**src/rtl/acc_ctrl_fsm.sv**
```systemverilog
// Accelerator job controller: streams message words into a hash core, waits for
// completion, then reads the digest back one word at a time with flow control.
package cfg_types_pkg;
    typedef enum logic [3:0] {
        ST_IDLE      = 4'd0,
        ST_WRITE     = 4'd1,
        ST_WAIT_HASH = 4'd2,
        ST_READ      = 4'd3,
        ST_DONE      = 4'd4
    } acc_state_t;

    typedef enum logic [3:0] {
        ER_OKAY        = 4'd0,
        ER_INVALID_CFG = 4'd1,
        ER_OTHERS      = 4'd2
    } acc_error_t;
endpackage

// state        | meaning
// ST_IDLE      | waiting for start_i
// ST_WRITE     | accepting message words into the core
// ST_WAIT_HASH | core running, timeout counter active
// ST_READ      | fetching digest words, one outstanding at most
// ST_DONE      | job finished, holding error_o until ack_i
module acc_ctrl_fsm
    import cfg_types_pkg::*;
#(
    parameter int MSG_WORDS = 16,
    parameter int DIG_WORDS = 8,
    parameter int TIMEOUT   = 1024
) (
    input  logic                             clk_i,
    input  logic                             rst_i,
    input  logic                             start_i,
    input  logic                             abort_i,
    input  logic                             ack_i,
    input  logic [$clog2(MSG_WORDS+1)-1:0]   cfg_len_i,
    input  logic                             in_valid_i,
    input  logic [31:0]                      in_data_i,
    output logic                             in_ready_o,
    output logic                             core_we_o,
    output logic [$clog2(MSG_WORDS)-1:0]     core_waddr_o,
    output logic [31:0]                      core_wdata_o,
    output logic                             core_start_o,
    input  logic                             core_done_i,
    output logic                             core_re_o,
    output logic [$clog2(DIG_WORDS)-1:0]     core_raddr_o,
    input  logic [31:0]                      core_rdata_i,
    output logic                             out_valid_o,
    output logic [31:0]                      out_data_o,
    input  logic                             out_ready_i,
    output logic [3:0]                       status_o,
    output logic [3:0]                       error_o,
    output logic                             busy_o,
    output logic                             irq_o
);

    localparam int LEN_W   = $clog2(MSG_WORDS + 1);
    localparam int WADDR_W = $clog2(MSG_WORDS);
    localparam int RADDR_W = $clog2(DIG_WORDS);
    localparam int TMO_W   = $clog2(TIMEOUT + 1);

    localparam logic [LEN_W-1:0]   LEN_MAX  = LEN_W'(MSG_WORDS);
    localparam logic [RADDR_W-1:0] RD_LAST  = RADDR_W'(DIG_WORDS - 1);
    localparam logic [TMO_W-1:0]   TMO_LAST = TMO_W'(TIMEOUT - 1);

    acc_state_t          state_q, state_d;
    acc_error_t          err_q, err_d;
    logic [LEN_W-1:0]    len_q, len_d;
    logic [LEN_W-1:0]    word_q, word_d;
    logic [RADDR_W-1:0]  rd_q, rd_d;
    logic [TMO_W-1:0]    tmo_q, tmo_d;
    logic                rd_pend_q, rd_pend_d;
    logic                out_valid_q, out_valid_d;
    logic [31:0]         out_data_q, out_data_d;
    logic                core_start_q, core_start_d;
    logic                irq_q, irq_d;

    always_ff @(posedge clk_i or posedge rst_i) begin
        if (rst_i) begin
            state_q      <= ST_IDLE;
            err_q        <= ER_OKAY;
            len_q        <= '0;
            word_q       <= '0;
            rd_q         <= '0;
            tmo_q        <= '0;
            rd_pend_q    <= 1'b0;
            out_valid_q  <= 1'b0;
            out_data_q   <= 32'h0;
            core_start_q <= 1'b0;
            irq_q        <= 1'b0;
        end else begin
            state_q      <= state_d;
            err_q        <= err_d;
            len_q        <= len_d;
            word_q       <= word_d;
            rd_q         <= rd_d;
            tmo_q        <= tmo_d;
            rd_pend_q    <= rd_pend_d;
            out_valid_q  <= out_valid_d;
            out_data_q   <= out_data_d;
            core_start_q <= core_start_d;
            irq_q        <= irq_d;
        end
    end

    always_comb begin
        state_d      = state_q;
        err_d        = err_q;
        len_d        = len_q;
        word_d       = word_q;
        rd_d         = rd_q;
        tmo_d        = tmo_q;
        rd_pend_d    = rd_pend_q;
        out_valid_d  = out_valid_q;
        out_data_d   = out_data_q;
        core_start_d = 1'b0;
        in_ready_o   = 1'b0;
        core_we_o    = 1'b0;
        core_waddr_o = '0;
        core_wdata_o = 32'h0;
        core_re_o    = 1'b0;
        core_raddr_o = '0;

        case (state_q)
            ST_IDLE: begin
                if (start_i) begin
                    if (cfg_len_i != '0 && cfg_len_i <= LEN_MAX) begin
                        state_d = ST_WRITE;
                        err_d   = ER_OKAY;
                        len_d   = cfg_len_i;
                        word_d  = '0;
                        rd_d    = '0;
                        tmo_d   = '0;
                    end else begin
                        state_d = ST_DONE;
                        err_d   = ER_INVALID_CFG;
                    end
                end
            end
            ST_WRITE: begin
                in_ready_o   = 1'b1;
                core_we_o    = in_valid_i;
                core_waddr_o = word_q[WADDR_W-1:0];
                core_wdata_o = in_data_i;
                if (in_valid_i) begin
                    word_d = word_q + LEN_W'(1);
                    if (word_q == len_q - LEN_W'(1)) begin
                        state_d      = ST_WAIT_HASH;
                        core_start_d = 1'b1;
                    end
                end
            end
            ST_WAIT_HASH: begin
                tmo_d = tmo_q + TMO_W'(1);
                // done beats a timeout landing in the same cycle
                if (core_done_i) begin
                    state_d = ST_READ;
                end else if (tmo_q == TMO_LAST) begin
                    state_d = ST_DONE;
                    err_d   = ER_OTHERS;
                end
            end
            ST_READ: begin
                if (rd_pend_q) begin
                    out_data_d  = core_rdata_i;
                    out_valid_d = 1'b1;
                    rd_pend_d   = 1'b0;
                end else if (out_valid_q) begin
                    if (out_ready_i) begin
                        out_valid_d = 1'b0;
                        if (rd_q == RD_LAST) begin
                            state_d = ST_DONE;
                        end else begin
                            rd_d = rd_q + RADDR_W'(1);
                        end
                    end
                end else begin
                    core_re_o    = 1'b1;
                    core_raddr_o = rd_q;
                    rd_pend_d    = 1'b1;
                end
            end
            ST_DONE: begin
                if (ack_i) begin
                    state_d = ST_IDLE;
                end
            end
            default: begin
                state_d = ST_IDLE;
            end
        endcase

        if (abort_i && (state_q inside {ST_WRITE, ST_WAIT_HASH, ST_READ})) begin
            state_d      = ST_DONE;
            err_d        = ER_OTHERS;
            out_valid_d  = 1'b0;
            rd_pend_d    = 1'b0;
            core_start_d = 1'b0;
        end

        irq_d = (state_d == ST_DONE) && (state_q != ST_DONE);
    end

    assign core_start_o = core_start_q;
    assign out_valid_o  = out_valid_q;
    assign out_data_o   = out_data_q;
    assign irq_o        = irq_q;
    assign status_o     = state_q;
    assign error_o      = err_q;
    assign busy_o       = (state_q != ST_IDLE) && (state_q != ST_DONE);

endmodule

```
**config.mk**
```make
export PLATFORM = sky130hd
export DESIGN_NAME = acc_ctrl_fsm
export DESIGN_NICKNAME = d
export VERILOG_FILES = /design/src/rtl/acc_ctrl_fsm.sv
export SDC_FILE = /design/constraint.sdc
export NUM_CORES = 1
export LEC_CHECK = 0
export CAP_MARGIN = 0
export CORE_MARGIN = 10
export CORE_UTILIZATION = 44
export CTS_CLUSTER_DIAMETER = 40
export DETAILED_ROUTE_END_ITERATION = 7
export PLACE_DENSITY = 0.86
export SLEW_MARGIN = 15
export SYNTH_ARGS = -nofsm -noshare
export SYNTH_HDL_FRONTEND = slang
export SYNTH_SLANG_ARGS = --single-unit
```
**constraint.sdc**
```tcl
create_clock -name clk_i -period 3.4 [get_ports clk_i]
set_input_delay 0.68 -clock clk_i [delete_from_list [all_inputs] [get_ports clk_i]]
set_output_delay 0.68 -clock clk_i [all_outputs]
set_load 0.005 [all_outputs]
```
==> qor.csv, run 1 <==
metric,value,unit
outcome,finished clean,
cell breakdown of the critical path,nor2_1 > nand3_1 > nor3_2 > and2_1 > clkdlybuf4s50_1,
Sink Count,66,
Synth Cell Area,3320,um^2
unrepaired setup endpoints after global routing,no,
Starting Density,45.5,%
DR vias/cell,4.96,
H-tree levels,3,
GPL Wtd Cong,0.863,
"Setup Fix Bufs, Post-CTS",0,
initial antenna violation count,0,
# resized after CTS,0,
register area share after synthesis,49.8,%
drt initial violations,110,
placed cells,556,
Worst-Margin Slew,0.673,ns
wire per inst,17.9,um
Worst EP arrival,2.43,ns
Flop pwr share,47.3,%
Die Wd,107,um
die area,11400,um^2
combinational share of power,19.6,%
post-synthesis average cell area,10.9,um^2
Pre-Repair DR Iteration Count,4,
Post-Layout Cell Count,572,
standard-cell row count,31,
Die Y,107,um
GRT Util Overall,17.8,%
PD cells,375,nW/um^2
most frequent cell after synthesis,dfrtp_1,
n_diodes,0,
CP startpoint kind,flop,
Seq cells post-synth,66,
Post-synth EDFFs,0,
Hold Path Sink,error_o[0]$_DFFE_PP0P_,
largest net degree at the start of global routing,42,
Synth cell types,45,
Net Sw Frac,25.4,%
CTS buffer count,9,
hold_buf cts,0,
Worst R2R Start,status_o[1]$_DFF_PP0_,
CP Class,flop to primary output,
Layout area overhead,56.5,%
final setup vio count,0,
cell depth of the worst flop-to-flop path,5,
top cell type's share of synthesized area,49.8,%
vias in the first global route,3052,
FILL cells,554,
Final Critical Period,3.11,ns
port bufs,160,
hold depth,1,
CTS tree,built,
"Clk pin slew, worst setup/hold paths",0.07,ns
Residual DRC,0,
net load switching power,0.000494,W
"slowest stage delay, CP",0.54,ns
crit-path leading delay family,simple AND/OR/NAND/NOR gates,
clock share of power,33.1,%
Setup Skew,0.00659,ns
post-route clock period utilization,91.3,%
"area leader, netlist",dfrtp_1,
reg-to-reg endpoint,status_o[1]$_DFF_PP0_,
Commonest cells post-synth,"66 x dfrtp_1, 39 x and2_1, 32 x mux2_2",
Area contributors post-synth,"dfrtp_1 50%, mux2_2 11%, and2_1 7.4%",
Routed WL,10300,um
nets,550,
"Hold Vio Cnt, Final",0,
clk buf depth,2,
Hold Path Class,flop to flop,
Setup TNS Final,0,ns
Post-synth ARST share,100,%
final antenna-violating net count,0,
hold_sp,error_o[0]$_DFFE_PP0P_,
crit-path max FO,9,
fmax,322,MHz
post-synthesis cell count,305,
Slew Limit Headroom,54.7,%
Critical Path RT,2.72,ns
Clock Tree Root,clkbuf_8,
Overflow after GRT,0,
Int Pwr,0.00145,W
CP Buf/Inv Count,1,
fin. max-slew vios,0,
max-cap viol count,0,
Lkg Pwr,2.21,nW
core box area,7290,um^2
Worst setup EP type,primary output,
Crit-path slowest cell,clkdlybuf4s50_1,
Post-synth top flop,dfrtp_1,
Peak VDD IR,0.330,mV
worst-skew pair later-pin latency,0.34,ns
Vias,2835,
I/O Pins,163,
Ys Warns,0,
first-pass GRT wire length,16200,um
"reg-to-reg slack, setup",1.21,ns
share of cells above drive strength 1,12.9,%
half-perimeter wire length after placement,8250,um
-- placed cells by master, fill, tap and decap left out, drive strengths merged, types with 4 or more instances in the layout --
master,count
a21oi,5
and2,39
buf,5
clkbuf,15
clkdlybuf4s50,160
dfrtp,66
ha,5
inv,13
mux2,32
mux2i,4
nand2,32
nand3,8
nand3b,5
nor2,14
nor3,4
o21ai,13
xnor2,5
xor2,9
-- worst max path at each step --
stage                                     start  cells past startpoint  slack [ns]                endpoint
after floorplan                           rst_i                      1        1.07  core_start_o$_DFF_PP0_
after global placement    status_o[2]$_DFF_PP0_                      5        0.64         core_raddr_o[1]
after detailed placement  status_o[2]$_DFF_PP0_                      5        0.51         core_raddr_o[0]
after CTS                 status_o[2]$_DFF_PP0_                      5        0.08         core_raddr_o[0]
after global routing      status_o[2]$_DFF_PP0_                      5        0.08         core_raddr_o[0]
final                     status_o[2]$_DFF_PP0_                      5        0.29         core_raddr_o[0]
-- routing by layer --
metal	GRT usage (%)	wire (um)	up-vias
li1	-	-	1369
met1	18.2	3730	1384
met2	33.6	5760	73
met3	7.13	719	9
met4	3.29	51	0
met5	0	0	-
-- cell type report --
class                           instances  area [um^2]  area share [%]
Tap cell                               99          124            2.38
Clock inverter                          1         5.00          0.0964
Multi-Input combinational cell        213         1520            29.2
Timing Repair Buffer                  165         1650            31.8
Inverter                               13         48.8           0.940
Sequential cell                        66         1650            31.8
Clock buffer                           15          196            3.78
-- state kept, by name, indices dropped and copies added, names as in the netlist --
| name | count |
|---|---|
| len_q | 5 |
| word_q | 5 |
| error_o | 2 |
| irq_o | 1 |
| out_data_o | 32 |
| out_valid_o | 1 |
| core_start_o | 1 |
| rd_pend_q | 1 |
| rd_q | 3 |
| tmo_q | 11 |
| status_o | 4 |
-- power groups by stage --
stage	Sequential [W]	Combinational, W	Clock (W)
3_5_place_dp	0.000932	0.000386	0
6_report	0.000921	0.000382	0.000644
5_1_grt	0.000933	0.000418	0.000693
4_1_cts	0.000919	0.000388	0.000669
3_3_place_gp	0.000927	0.000372	0
2_1_floorplan	0.000918	0.000173	0
-- per-stage QoR --
stage | utilization [%] | power [W] | cell area [um^2] | hold slack, ns | worst slack [ns]
5_1_grt | 71.2 | 0.00204 | 5190 | 0.514 | 0.0842
6_report | 71.2 | 0.00195 | 5190 | 0.489 | 0.294
2_1_floorplan | - | 0.00109 | 3330 | 0.467 | 1.07
3_5_place_dp | 68.4 | 0.00132 | 4990 | 0.479 | 0.513
4_1_cts | 71.2 | 0.00198 | 5190 | 0.494 | 0.0811
3_3_place_gp | 68.4 | 0.00130 | 4990 | 0.458 | 0.635
-- logic make-up (layout without fill, tap and decap cells) --
kind of cell,after synthesis,count (layout),share of synthesized area (%)
DFF,66,66,49.8
buffers and inverters,28,194,4.90
adders and majority gates,5,5,1.89
muxes,36,36,12.1
AOI/OAI and AO/OA,36,36,7.09
other,1,3,0.113
and+or+nand+nor,119,119,20.5
xor gates and xnor gates,14,14,3.70
No activity file was read; power rests on OpenSTA's default activity.
==> run 2: changes to the inputs <==
--- a/config.mk
+++ b/config.mk
@@ -8,2 +8,3 @@
 export CAP_MARGIN = 0
+export CORE_ASPECT_RATIO = 0.5
 export CORE_MARGIN = 10
--- a/constraint.sdc
+++ b/constraint.sdc
@@ -3,2 +3,2 @@
 set_output_delay 0.68 -clock clk_i [all_outputs]
-set_load 0.005 [all_outputs]
+set_load 0.02 [all_outputs]
==> run 2 against run 1 <==
Effect of this change:
- clock power grew 37%
- largest cell class is now buffers
- global-route usage shrank 0.15 points
- count of clock-buffer cells in the layout is 2 lower
- flip-flop and latch count did not move
- first-iteration DRC count is 110% higher
- clock skew fell by 0.0043 ns
- highest routed layer unchanged
- register-to-register slack gained 0.03 ns
- via count is 3.5% higher
==> qor.csv, run 2 (same netlist as run 1, synthesis figures left out) <==
metric,value,unit,change
outcome,finished clean,,
core box area,7320,um^2,+0.41%
Routed WL,10300,um,+0.80%
met2 WL,5320,um,-7.7%
"Clk pin slew, worst setup/hold paths",0.05,ns,-0.02 ns
Hold Path Class,flop to flop,,
Layout area overhead,59.5,%,
nets,552,,+0.36%
clk buf depth,2,,unchanged
Die Wd,143,um,+34%
max-cap viol count,0,,unchanged
final antenna-violating net count,0,,unchanged
Setup Skew,0.00227,ns,-0.00431 ns
Worst-Margin Slew,0.749,ns,+0.0759 ns
"commonest non-fill, non-tap cell in the layout",clkdlybuf4s50_1,,
PD cells,425,nW/um^2,+13%
post-route clock period utilization,90.7,%,-0.68 points
initial antenna violation count,0,,unchanged
Sink Count,66,,unchanged
hold_buf cts,0,,unchanged
top sig layer,met4,,
die area,11600,um^2,+1.8%
first-pass GRT wire length,16100,um,-0.76%
Pre-Repair DR Iteration Count,4,,unchanged
CTS tree,built,,
n_diodes,0,,unchanged
largest net degree at the start of global routing,36,,-14%
Starting Density,45.3,%,-0.19 points
share of cells above drive strength 1,13.3,%,+0.39 points
Peak VDD IR,0.343,mV,+4.1%
worst-skew pair later-pin latency,0.32,ns,-0.02 ns
wire per inst,18.1,um,+1.2%
most frequent cells in the layout,"160 x clkdlybuf4s50_1, 66 x dfrtp_1, 39 x and2_1, 32 x mux2_2, 31 x nand2_1",,
FILL cells,540,,-2.5%
port bufs,160,,unchanged
Final WS setup,0.317,ns,+0.0231 ns
CP startpoint kind,flop,,
Critical Path RT,2.72,ns,about the same
Die Y,81.4,um,-24%
unrepaired setup endpoints after global routing,no,,
routed length on met1,4130,um,+11%
GRT Util Overall,17.7,%,-0.15 points
max FFs per register,32,,unchanged
Overflow after GRT,0,,unchanged
GPL Wtd Cong,0.861,,-0.23%
drt initial violations,236,,+110%
Residual DRC,0,,unchanged
DP Worst Slack,0.569,ns,+0.0564 ns
I/O Pins,163,,unchanged
Final Critical Period,3.08,ns,-0.0231 ns
Vias,2933,,+3.5%
"Hold Vio Cnt, Final",0,,unchanged
half-perimeter wire length after placement,7920,um,-4.0%
H-tree levels,3,,unchanged
final setup vio count,0,,unchanged
DR vias/cell,5.15,,+3.8%
Worst EP arrival,2.40,ns,-0.03 ns
Clock Tree Root,clkbuf_16,,
DR WL met3,777,um,+8.1%
CP Class,flop to primary output,,
Setup TNS Final,0,ns,unchanged
fin. max-slew vios,0,,unchanged
CTS buffer count,9,,unchanged
Slew Limit Headroom,49.6,%,-5.1 points
Worst setup EP type,primary output,,
fmax,324,MHz,+0.75%
standard-cell row count,22,,-29%
crit-path max FO,9,,unchanged
vias in the first global route,3029,,-0.75%
Lkg Pwr,2.26,nW,+2.4%
[run 2: power by group]
part / switching (W) / internal [W]
registers: 0.0000711 / 0.000852
logic: 0.000205 / 0.000241
clock network: 0.000316 / 0.000566
total: 0.000593 / 0.00166
[run 2: area by class of cell]
cell class	instances	area (um^2)	share of cell area, %
sequential	66	1650	31.2
timing repair buffer	167	1670	31.5
clock buffer	13	280	5.29
tap	96	120	2.27
inverter	13	48.8	0.922
multi-input combinational	213	1520	28.6
clock inverter	2	10.0	0.189
[run 2: per-stage QoR]
step           utilization, %  cell area, um^2  std cells  hold WS [ns]  total power [W]
2_1_floorplan               -             3330        307         0.467          0.00114
3_3_place_gp             68.3             5000        555         0.464          0.00136
4_1_cts                  72.2             5290        570         0.494          0.00226
5_1_grt                  72.3             5290        570         0.502          0.00235
3_5_place_dp             68.3             5000        555         0.471          0.00137
6_report                 72.3             5290        570         0.494          0.00225
[run 2: final timing paths]
kind / start / to / slack, ns / cells past startpoint
setup / recovery: status_o[2]$_DFF_PP0_ / core_raddr_o[1] / 0.32 / 5
hold / removal: error_o[1]$_DFFE_PP0P_ / error_o[1]$_DFFE_PP0P_ / 0.49 / 1
setup reg to reg: status_o[1]$_DFF_PP0_ / status_o[1]$_DFF_PP0_ / 1.24 / 5
hold reg to reg: error_o[1]$_DFFE_PP0P_ / error_o[1]$_DFFE_PP0P_ / 0.49 / 1
max in group asynchronous: rst_i / word_q[4]$_DFFE_PP0P_ / 1.97 / 3
min in group asynchronous: rst_i / out_data_o[19]$_DFFE_PP0P_ / 0.80 / 2
[run 2: layer usage]
metal	vias up	GRT usage, %
li1	1371	-
met1	1441	20.1
met2	113	31.7
met3	8	6.34
met4	0	4.19
met5	-	0
[run 2: critical path, cell delays in order (launching register included)]
cell             delay (ns)
dfrtp_1                0.51
nor2_1                 0.34
nand3_1                0.18
nor3_2                 0.27
and2_1                 0.18
clkdlybuf4s50_1        0.60
[run 2: repair_timing]
action                                  4_1_cts  5_1_grt
endpoints found under the setup margin        0        3
endpoints found under the hold margin         0        0
buffers inserted                              0        0
gates resized for setup                       0        1
